--- src/rtl/cdr_pkg.sv ---
// Shared types and default constants for the CDR period-adaptation slice.
package cdr_pkg;

  typedef enum logic [0:0] {
    ACQ    = 1'b0,
    LOCKED = 1'b1
  } cdr_lock_e;

  localparam int unsigned CDR_P_NOM   = 25;
  localparam int unsigned CDR_P_STEP  = 2;
  localparam int unsigned CDR_P_RANGE = 2;

endpackage

--- src/rtl/cdr_vote_acc.sv ---
// Saturating signed early/late vote accumulator with synchronous clear.
// acc_eff_c already includes this cycle's vote so a decision can use it.
module cdr_vote_acc #(
  parameter int unsigned VOTE_W = 4
) (
  input  logic                     i_clk,
  input  logic                     i_rst,
  input  logic                     i_clr,
  input  logic                     i_vote,
  input  logic                     i_early,
  output logic signed [VOTE_W-1:0] o_acc_eff_c
);

  localparam logic signed [VOTE_W-1:0] ACC_MAX = VOTE_W'((1 << (VOTE_W - 1)) - 1);
  localparam logic signed [VOTE_W-1:0] ACC_MIN = -ACC_MAX;

  logic signed [VOTE_W-1:0] acc;

  // Symmetric saturation: never step past +/-ACC_MAX.
  always_comb begin
    o_acc_eff_c = acc;
    if (i_vote) begin
      if (i_early) begin
        if (acc != ACC_MAX) o_acc_eff_c = acc + VOTE_W'(1);
      end else begin
        if (acc != ACC_MIN) o_acc_eff_c = acc - VOTE_W'(1);
      end
    end
  end

  always_ff @(posedge i_clk) begin
    if (!i_rst || i_clr) acc <= '0;
    else                 acc <= o_acc_eff_c;
  end

endmodule

--- src/rtl/cdr_period_adapt.sv ---
// CDR sample-period adjuster: windowed vote decisions move the period count
// within [P_MIN, P_MAX]; an ACQ/LOCKED machine with hysteresis tracks stability.
module cdr_period_adapt
  import cdr_pkg::*;
#(
  parameter int unsigned W_P      = 6,
  parameter int unsigned P_NOM    = CDR_P_NOM,
  parameter int unsigned P_STEP   = CDR_P_STEP,
  parameter int unsigned P_RANGE  = CDR_P_RANGE,
  parameter int unsigned VOTE_W   = 4,
  parameter int unsigned VOTE_TH  = 3,
  parameter int unsigned LOCK_N   = 4,
  parameter int unsigned UNLOCK_N = 2
) (
  input  logic           i_clk,
  input  logic           i_rst,
  input  logic           i_resync,
  input  logic           i_T,
  input  logic           i_E,
  input  logic           i_upd,
  output logic [W_P-1:0] o_nb_P,
  output logic           o_adj_up,
  output logic           o_adj_dn,
  output logic           o_at_limit,
  output logic           o_locked
);

  localparam int unsigned P_MIN = P_NOM - P_RANGE;
  localparam int unsigned P_MAX = P_NOM + P_RANGE;
  localparam int unsigned XW    = W_P + 2;
  localparam int unsigned QC_W  = $clog2(LOCK_N + 1);
  localparam int unsigned MC_W  = $clog2(UNLOCK_N + 1);

  localparam logic [XW-1:0] STEP_X = XW'(P_STEP);
  localparam logic [XW-1:0] MIN_X  = XW'(P_MIN);
  localparam logic [XW-1:0] MAX_X  = XW'(P_MAX);
  localparam logic signed [VOTE_W-1:0] TH_P = VOTE_W'(VOTE_TH);
  localparam logic signed [VOTE_W-1:0] TH_N = -TH_P;

  if (P_STEP == 0 || (P_RANGE % P_STEP) != 0) begin : g_chk_step
    $error("P_RANGE must be a non-zero multiple of P_STEP");
  end
  if (P_NOM <= P_RANGE || P_MAX >= (1 << W_P)) begin : g_chk_range
    $error("period bounds must satisfy 0 < P_MIN and P_MAX < 2**W_P");
  end
  if (VOTE_TH < 1 || VOTE_TH > (1 << (VOTE_W - 1)) - 1) begin : g_chk_th
    $error("VOTE_TH out of accumulator range");
  end
  if (LOCK_N < 1 || UNLOCK_N < 1) begin : g_chk_cnt
    $error("LOCK_N and UNLOCK_N must be at least 1");
  end

  logic signed [VOTE_W-1:0] acc_eff;
  logic                     want_up, want_dn, adjusted, up_ok, dn_ok;
  logic [XW-1:0]            nb_x;

  cdr_lock_e        state, state_n;
  logic [QC_W-1:0]  quiet_cnt, quiet_n;
  logic [MC_W-1:0]  miss_cnt, miss_n;
  logic [W_P-1:0]   nb_n;
  logic             up_n, dn_n, lim_n, locked_n;

  // Window accumulator clears on every decision and on resync.
  cdr_vote_acc #(.VOTE_W(VOTE_W)) u_acc (
    .i_clk       (i_clk),
    .i_rst       (i_rst),
    .i_clr       (i_upd || i_resync),
    .i_vote      (i_T),
    .i_early     (i_E),
    .o_acc_eff_c (acc_eff)
  );

  assign want_up  = (acc_eff >= TH_P);
  assign want_dn  = (acc_eff <= TH_N);
  assign adjusted = want_up || want_dn;
  assign nb_x     = XW'(o_nb_P);
  assign up_ok    = (nb_x + STEP_X) <= MAX_X;
  assign dn_ok    = nb_x >= (MIN_X + STEP_X);

  // Next-state and registered-output logic; only a decision strobe changes anything.
  always_comb begin
    state_n  = state;
    quiet_n  = quiet_cnt;
    miss_n   = miss_cnt;
    nb_n     = o_nb_P;
    up_n     = 1'b0;
    dn_n     = 1'b0;
    lim_n    = o_at_limit;
    locked_n = o_locked;
    if (i_upd) begin
      lim_n = (want_up && !up_ok) || (want_dn && !dn_ok);
      if (want_up && up_ok) begin
        nb_n = o_nb_P + W_P'(P_STEP);
        up_n = 1'b1;
      end else if (want_dn && dn_ok) begin
        nb_n = o_nb_P - W_P'(P_STEP);
        dn_n = 1'b1;
      end
      case (state)
        ACQ: begin
          if (adjusted) begin
            quiet_n = '0;
          end else begin
            if (quiet_cnt != QC_W'(LOCK_N)) quiet_n = quiet_cnt + QC_W'(1);
            if (quiet_n == QC_W'(LOCK_N)) begin
              state_n  = LOCKED;
              locked_n = 1'b1;
              miss_n   = '0;
            end
          end
        end
        LOCKED: begin
          if (!adjusted) begin
            miss_n = '0;
          end else begin
            if (miss_cnt != MC_W'(UNLOCK_N)) miss_n = miss_cnt + MC_W'(1);
            if (miss_n == MC_W'(UNLOCK_N)) begin
              state_n  = ACQ;
              locked_n = 1'b0;
              quiet_n  = '0;
            end
          end
        end
        default: state_n = ACQ;
      endcase
    end
  end

  // Resync restores the reset image on every register.
  always_ff @(posedge i_clk) begin
    if (!i_rst || i_resync) begin
      state      <= ACQ;
      quiet_cnt  <= '0;
      miss_cnt   <= '0;
      o_nb_P     <= W_P'(P_NOM);
      o_adj_up   <= 1'b0;
      o_adj_dn   <= 1'b0;
      o_at_limit <= 1'b0;
      o_locked   <= 1'b0;
    end else begin
      state      <= state_n;
      quiet_cnt  <= quiet_n;
      miss_cnt   <= miss_n;
      o_nb_P     <= nb_n;
      o_adj_up   <= up_n;
      o_adj_dn   <= dn_n;
      o_at_limit <= lim_n;
      o_locked   <= locked_n;
    end
  end

endmodule

--- config.mk ---
export PLATFORM = sky130hd
export DESIGN_NAME = cdr_period_adapt
export DESIGN_NICKNAME = d
export VERILOG_FILES = /design/src/rtl/cdr_pkg.sv /design/src/rtl/cdr_vote_acc.sv /design/src/rtl/cdr_period_adapt.sv
export SDC_FILE = /design/constraint.sdc
export NUM_CORES = 1
export LEC_CHECK = 0
export ABC_AREA = 1
export ABC_CLOCK_PERIOD_IN_PS = 8260
export CAP_MARGIN = 0
export CORE_MARGIN = 2
export CORE_UTILIZATION = 35
export DETAILED_ROUTE_END_ITERATION = 10
export MAX_ROUTING_LAYER = met4
export PLACE_DENSITY_LB_ADDON = 0.2
export SYNTH_ARGS = -nofsm -noshare
export SYNTH_HDL_FRONTEND = slang
export SYNTH_SLANG_ARGS = --single-unit
--- constraint.sdc ---
create_clock -name i_clk -period 8.26 [get_ports i_clk]
set_clock_uncertainty 0.15 [all_clocks]
set_input_delay 0.826 -clock i_clk [delete_from_list [all_inputs] [get_ports i_clk]]
set_output_delay 0.826 -clock i_clk [all_outputs]
set_load 0.05 [all_outputs]
## Word level (Yosys, flattened, before mapping)

Cells that the tools add are included.

- Bitwise operators: 2
- Mux-type cells: 34
- $lt $le $gt $ge: 4
- Reduce and logical (&&, ||, !) cells: 19
- Eq/ne operators: 10
- Add/sub/neg operators: 7

Operators by type and width:

| kind | number |
|---|---|
| 3-bit 2-to-1 mux | 7 |
| 4-bit 2-to-1 mux | 4 |
| 2-bit 2-to-1 mux | 7 |
| 6-bit 2-to-1 mux | 2 |
| 1-bit 2-to-1 mux | 10 |
| 2-bit inequality test, second input constant | 4 |
| 4-bit inequality test, second input constant | 2 |
| 6-bit by 2-bit adder with 7-bit output, second input constant | 1 |
| 7-bit by 5-bit <= comparator with 1-bit output, second input constant | 1 |
| 6-bit by 2-bit adder with 6-bit output, second input constant | 1 |
| 6-bit by 5-bit >= comparator with 1-bit output, second input constant | 1 |
| 3-bit case mux with 2 select lines | 1 |
| 3-bit AND reduction | 2 |
| 6-bit by 2-bit subtractor with 6-bit output, second input constant | 1 |
| 1-bit logical OR | 5 |
| 5-bit AND reduction | 1 |
| 4-bit by 2-bit adder with 4-bit output, second input constant | 1 |
| 4-bit by 3-bit >= comparator with 1-bit output, second input constant | 1 |
| 4-bit by 3-bit <= comparator with 1-bit output, second input constant | 1 |
| 1-bit logical AND | 4 |
| 1-bit case mux with 2 select lines | 2 |
| 2-bit case mux with 2 select lines | 1 |
| 4-bit by 2-bit subtractor with 4-bit output, second input constant | 1 |
| 3-bit by 1-bit adder with 3-bit output, second input constant | 1 |
| other kinds (11) | 14 |

- Register bits after elaboration: 20
- Input port bits: 6
- Word-level logic and storage cells: 85

## Longest topological paths before layout

Gate-level depths: netlist (run 1).

- Word-level depth: 13
- Gate-level depth with buffers: 20
- Depth with buffers taken out: 20

## By module

Synthesis (run 1) repeated with hierarchy kept, for this count alone.

- Cell total of the unflattened synthesis: 199
- Area, all modules: 1333.8 um2

By module, submodules not included:

| module | cells an instance | area each (um2) | times used |
|---|---|---|---|
| cdr_period_adapt | 139 | 974.7 | 1 |
| cdr_vote_acc | 60 | 359.1 | 1 |

## Worst setup path after synthesis (run 1)

OpenSTA, ideal clock, no wires.

- Kind: input-to-reg
- Start point: in i_T
- End point: reg o_nb_P[5]
- Data arrival time: 2588 ps
- Required time: 7993 ps
- Setup time: 117 ps
- Slack: 5405 ps
- Path buffers: 1
- Stages on the path: 16
- Cells stage by stage: buf_2 -> inv_1 -> nor2_1 -> nand2_1 -> nand2_1 -> nand2_2 -> nand2_4 -> nand3_4 -> ha_1 -> a21o_1 -> a31oi_1 -> inv_1 -> nand4_1 -> nand2_1 -> a21oi_1 -> nor2_1

- Longest elaborated chain between the ends: 5
- Elaborated cells between the ends (all ways): 8
- Classes of those cells: order compare (2); mux (2); reduce/logical (4)

Ends and longest elaborated chain:

| what | line | RTL |
|---|---|---|
| start, declared | cdr_period_adapt.sv:18 | `input logic i_T,` |
| 4-bit 2-to-1 mux (*) | cdr_vote_acc.sv:22 | `if (i_vote) begin` |
| 4-bit by 3-bit >= comparator with 1-bit output / 4-bit by 3-bit <= comparator with 1-bit output (equally long branches) | cdr_period_adapt.sv:73, cdr_period_adapt.sv:74 |  |
| 1-bit logical AND, on equally long branches | cdr_period_adapt.sv:92, cdr_period_adapt.sv:95 |  |
| 2-bit nonzero test (no source line) | - |  |
| 2-bit AND reduction (no source line) | - |  |
| end signal, assigned | cdr_period_adapt.sv:135 | `o_nb_P <= W_P'(P_NOM);` |
| end signal, assigned | cdr_period_adapt.sv:144 | `o_nb_P <= nb_n;` |
| end, declared | cdr_period_adapt.sv:21 | `output logic [W_P-1:0] o_nb_P,` |

Mark *: on every way between the ends. The rest lies on a longest branch, timed or not.
A chain may end at the register's enable or synchronous reset.

## Final worst setup path (run 1)

Ends and elaborated chain as after synthesis.

==> results of run 1 <==
-- stage by stage --
step                      setup WS [ps]  total power (W)
final                              4937        0.0002128
after global routing               4663        0.0002251
after CTS                          4942        0.0002158
after detailed placement           4671        0.0001498
after global placement             4700        0.0001500
after floorplan                    5405        0.0001382
-- flip-flops by register name, summed over array words and instances, names as in the netlist --
| signal | flops |
|---|---|
| o_locked | 1 |
| o_nb_P | 5 |
| o_adj_up | 1 |
| miss_cnt | 2 |
| u_acc.acc | 4 |
| o_adj_dn | 1 |
| state | 1 |
| quiet_cnt | 3 |
| o_at_limit | 1 |
-- area by class of cell --
type	instances	area, um^2
clock buffers	4	45.04
fillers	406	2101
inverters	22	85.08
multi-input cells	153	849.6
flip-flops and latches	19	380.4
well taps	48	60.06
repair buffers	14	140.1
-- worst max-delay path by stage --
stage,start,endpoint,slack (ps),cells past startpoint
final,i_T,o_nb_P[5],4940,16
after global routing,i_T,o_nb_P[5],4660,16
after CTS,i_T,o_nb_P[5],4940,16
after detailed placement,i_T,o_nb_P[5],4670,16
after global placement,i_T,o_nb_P[5],4700,16
after floorplan,i_T,o_nb_P[5],5410,16
-- layout by cell type, fill, tap and decap left out, types with 5 or more instances in the layout --
master           instances
nand2_2                  5
a21oi_1                 11
clkdlybuf4s50_1         14
nand3_1                 17
nand2_1                 50
ha_1                     9
inv_1                   19
dfxtp_1                 19
nand4_1                  7
nor2_1                  26
-- cells by family (layout without fill, tap and decap cells) --
family / after synthesis / after routing / share of synthesized area (%)
simple gates: 114 / 114 / 39.63
buf+inv: 25 / 40 / 8.131
compound gates: 24 / 24 / 11.03
flops: 19 / 19 / 28.41
fa+ha+maj: 10 / 10 / 9.907
xor+xnor: 4 / 4 / 2.617
other cells: 1 / 1 / 0.2801
-- per-layer routing --
metal | up-vias | part of all wire [%]
li1 | 668 | -
met1 | 551 | 50
met2 | 26 | 44
met3 | 4 | 4.1
met4 | 0 | 1.7
met5 | - | 0
-- critical path: stages --
cell and delay [ps]:
clkdlybuf4s50_1 650, inv_1 120, nor2_1 130, nand2_1 90, nand2_1 100, nand2_2 70
nand2_4 80, nand3_4 130, ha_1 360, a21o_1 160, a31oi_1 180, inv_1 60
nand4_1 80, nand2_1 70, a21oi_1 150, nor2_1 60
-- power by group through the flow --
stage / Clock [W] / Sequential (W) / Combinational, W
2_1_floorplan: 0 / 0.000102 / 0.0000358
3_3_place_gp: 0 / 0.0000988 / 0.0000512
3_5_place_dp: 0 / 0.0000988 / 0.0000510
4_1_cts: 0.0000679 / 0.0000967 / 0.0000512
5_1_grt: 0.0000709 / 0.0000970 / 0.0000572
6_report: 0.0000654 / 0.0000967 / 0.0000507
==> flow_metrics.py, run 1 <==
metrics = {
    "outcome": {
        "outcome": "complete, no violations",
    },
    "sta": {
        "setup-tns-final_ps": 0,
        "drv_slew": 0,
        "fin_crit_ps": 3323,
        "min_period_over_period_pct": 40.23,
        "max_freq_mhz": 301.0,
        "setup_violations": 0,
        "hold_ws_ps": 296.0,
        "rsz0062_at_grt": "no",
        "timing.final.hold_violations": 0,
        "worst_pin_slew_ps": 627.3,
        "slew_headroom_pct": 58.03,
    },
    "place": {
        "dpl.cell_count": 256,
        "gp_congestion": 0.8586,
        "dpl_cell_area_mm2": 0.001515,
        "portBuffers": 14,
        "dp_hpwl_um": 2180,
    },
    "worst_setup_path": {
        "r2r-end": "o_nb_P[5]",
        "rrSetupSlack_ps": 5290,
        "cp.arrival_ps": 3320,
        "required_ps": 8260,
        "path_class": "primary input to flop",
        "start_kind": "primary input",
        "r2r-start": "u_acc.acc[0]",
        "cp-end-kind": "flop",
        "worstPathMaxFanout": 9,
        "worstRegToRegCells": 16,
    },
    "clocking": {
        "cts-htree-levels": 1,
        "cts_root_buffer": "clkbuf_8",
        "hold_buffers": 0,
        "cts_setup_buffers": 0,
        "numCtsBuffers": 3,
        "insertion_delay_ps": 260,
        "ctsResizeCount": 0,
        "cts_max_path_buffers": 2,
        "path_clk_slew_ps": 70,
        "cts_sinks": 19,
        "cts_tree": "yes",
    },
    "global_routing": {
        "globalRouteMet3Util_pct": 2.215,
        "grt_max_degree": 11,
        "grt_pass1_wl_um": 4719,
        "first_global_vias": 1088,
        "grt-ovfl-total": 0,
        "grtUsageTotal_pct": 14.39,
        "grtUsageMet1_pct": 18.87,
        "use_met2_pct": 22.35,
        "top_usage_layer": "met2",
        "grt_antenna_before_repair": 0,
    },
    "finish": {
        "stdcell_count": 260,
        "fin_nets": 229,
        "diodes": 0,
        "design_area_mm2": 0.001560,
        "drive_gt1_share_pct": 9.434,
        "syn_to_final_growth_pct": 16.54,
        "fin_util_pct": 42.62,
    },
    "pwr": {
        "comb_power_share_pct": 23.8,
        "leakage_nw": 0.6419,
        "p_sw_share_pct": 31.18,
        "ir_worst_vdd_mv": 0.05217,
        "powerDensity_mw_per_mm2": 136.4,
        "netSwitchingPower_w": 0.00006636,
        "p_clk_share_pct": 30.7,
        "seq_power_share_pct": 45.4,
        "p_int_w": 0.0001465,
    },
    "logic_synthesis": {
        "synth_area_leader_cell": "dfxtp_1",
        "synth.distinct_cells": 32,
        "ys_seq_elements": 19,
        "syn_area_per_cell_um2": 6.796,
        "synthArstFlopShare_pct": 0,
        "netlist_top_cells_area": "dfxtp_1 28%, nand2_1 14%, ha_1 8.4%",
        "synth_ff_type": "dfxtp_1",
        "syn_nets": 213,
        "synth_cells": 197,
        "synth_area_mm2": 0.001339,
        "yosysMostFrequentCell": "nand2_1",
        "synth-edff-count": 0,
        "synth-seq-area-share_pct": 28.41,
        "synth_top_area_share_pct": 28.41,
        "synth_common_cells": "50 x nand2_1, 26 x nor2_1, 19 x dfxtp_1, 19 x inv_1, 17 x nand3_1",
        "yosys_warnings": 0,
    },
    "worst_hold_path": {
        "holdPathEnd": "o_locked",
        "holdPathStages": 2,
        "hp-class": "flop to flop",
        "holdCritStartpoint": "o_locked",
    },
    "die": {
        "initial_utilization_pct": 36.57,
        "fp.dieArea_mm2": 0.004336,
        "core_area_mm2": 0.003661,
        "fp-row-count": 22,
        "die_h_um": 65.85,
        "io_pins": 16,
        "fp.dieW_um": 65.85,
    },
    "routing": {
        "vias_per_cell": 4.804,
        "vias": 1249,
        "drtIter0Drc": 60,
        "drc_errors": 0,
        "avgRoutedWirePerCell_um": 10.81,
        "wl_um": 2810,
        "firstDrtPassIters": 4,
        "ant_nets": 0,
    },
    "run": {
        "maxCapViolations": 0,
    },
}
Power figures use the tool's default switching activity.
==> run 2, diff against run 1 <==
ABC_CLOCK_PERIOD_IN_PS = 3000   (was 8260)
clock period = 3 ns   (was 8.26 ns; I/O delays follow)
==> flow_metrics.py, run 2 (synthesized netlist as in run 1, its figures left out) <==
metrics = {
    "global_routing": {
        "grtUsageMet1_pct": 18.01,
        "globalRouteMet3Util_pct": 2.215,
        "first_global_vias": 1091,
        "use_met2_pct": 23.23,
        "grt-ovfl-total": 0,
        "grt_max_degree": 12,
        "grt_antenna_before_repair": 0,
        "grt_pass1_wl_um": 4712,
        "top_usage_layer": "met2",
        "grtUsageTotal_pct": 14.13,
    },
    "die": {
        "die_h_um": 65.85,
        "fp.dieW_um": 65.85,
        "io_pins": 16,
        "fp-row-count": 22,
        "fp.dieArea_mm2": 0.004336,
        "core_area_mm2": 0.003661,
        "initial_utilization_pct": 36.57,
    },
    "routing": {
        "firstDrtPassIters": 4,
        "avgRoutedWirePerCell_um": 10.38,
        "wl_um": 2739,
        "drc_errors": 0,
        "drtIter0Drc": 92,
        "vias_per_cell": 4.625,
        "vias": 1221,
        "ant_nets": 0,
    },
    "sta": {
        "timing.final.hold_violations": 0,
        "setup-tns-final_ps": 0,
        "max_freq_mhz": 369.8,
        "hold_ws_ps": 294.6,
        "worst_pin_slew_ps": 591.0,
        "drv_slew": 0,
        "min_period_over_period_pct": 90.13,
        "slew_headroom_pct": 60.26,
        "fin_crit_ps": 2704,
        "setup_violations": 0,
        "rsz0062_at_grt": "no",
    },
    "clocking": {
        "path_clk_slew_ps": 80,
        "cts_sinks": 19,
        "cts-htree-levels": 1,
        "insertion_delay_ps": 260,
        "cts_tree": "yes",
        "cts_root_buffer": "clkbuf_8",
        "numCtsBuffers": 3,
        "cts_max_path_buffers": 2,
    },
    "finish": {
        "nFillCells": 387,
        "drive_gt1_share_pct": 13.43,
        "register_area_um2": 382.9,
        "largest-register": "o_nb_P",
        "diodes": 0,
        "design_area_mm2": 0.001599,
        "final_common_cell": "nand2_1",
        "syn_to_final_growth_pct": 19.44,
        "largestRegisters": "o_nb_P: 5 flops, u_acc.acc: 4 flops, quiet_cnt: 3 flops",
        "largest_register_ffs": 5,
        "multi_input_area_um2": 854.6,
        "layout_common_cells": "50 x nand2_1, 25 x nor2_1, 19 x inv_1",
        "fin_util_pct": 43.68,
        "fin_nets": 233,
    },
    "worst_setup_path": {
        "path_class": "flop to flop",
        "start_kind": "flop",
        "cp-end-kind": "flop",
        "worstPathMaxFanout": 7,
        "required_ps": 3000,
        "cp.arrival_ps": 2700,
    },
    "place": {
        "dp_hpwl_um": 2218,
        "portBuffers": 14,
        "dpl_cell_area_mm2": 0.001545,
        "gp_congestion": 0.8299,
    },
    "pwr": {
        "ir_worst_vdd_mv": 0.1259,
        "powerDensity_mw_per_mm2": 369.5,
        "finalPower_w": 0.0005908,
        "leakage_nw": 0.6623,
    },
    "worst_hold_path": {
        "hp-class": "flop to flop",
    },
    "run": {
        "maxCapViolations": 0,
    },
    "outcome": {
        "outcome": "complete, no violations",
    },
}
## run 2: cell count changes in the layout (fill, tap and decap cells not counted), sizes merged
cell,change
clkbuf,-1
clkinv,+1
buf,+4
## run 2: path summary, 6_finish.rpt
path / startpoint / end / slack [ps] / depth (start not counted)
max: u_acc.acc[0] / o_nb_P[5] / 300 / 16
min: o_locked / o_locked / 290 / 2
max reg2reg: u_acc.acc[0] / o_nb_P[5] / 300 / 16
min reg2reg: o_locked / o_locked / 290 / 2
## run 2: repair_timing
item	CTS	global route
resized for setup	0	4
endpoints found under the setup margin	0	1
hold buffers	0	0
buffers inserted	0	0
## run 2: worst max-delay path, stage by stage (launching register included)
cell	delay (ps)
dfxtp_2	390
ha_2	240
nand2_1	80
o21ai_1	180
nor2_1	80
nor2_2	160
nor2_4	60
nand2_4	90
nand3_4	90
ha_1	350
a21o_1	170
a31oi_1	180
inv_1	60
nand4_1	80
nand2_1	70
a21oi_1	140
nor2_1	60
## run 2: report_power, final
part | total (W) | switching, W | internal, W | leakage, nW
combinational | 0.000146 | 0.0000910 | 0.0000550 | 0.482
sequential | 0.000265 | 0.00000757 | 0.000258 | 0.155
clock | 0.000179 | 0.0000871 | 0.0000923 | 0.0255
## run 2: area by class of cell
cell class | count | share of cell area, %
Clock inverter | 1 | 0.3130
Sequential cell | 19 | 23.94
Clock buffer | 3 | 2.582
Timing Repair Buffer | 18 | 10.64
Multi-Input combinational cell | 153 | 53.44
Tap cell | 48 | 3.756
Inverter | 22 | 5.321
## run 2: metrics by stage
| stage | setup WS [ps] | cells |
|---|---|---|
| final | 296.0 | 264 |
| after floorplan | 347.6 | 197 |
| after global routing | 3.799 | 264 |
| after global placement | 56.40 | 260 |
| after CTS | 137.0 | 264 |
| after detailed placement | 70.38 | 260 |
## run 2: per-layer routing
metal	part of all wire [%]	vias to the layer above	routed length [um]
met5	0	-	0
met4	0.84	0	23
met3	3.8	2	104
met2	44	18	1212
met1	51	524	1399
li1	-	677	-
==> run 3, diff against run 2 <==
SKIP_LAST_GASP = 1   (was default)
==> results of run 3 <==
No change in the layout: final DEF, timing and power equal those of run 2.
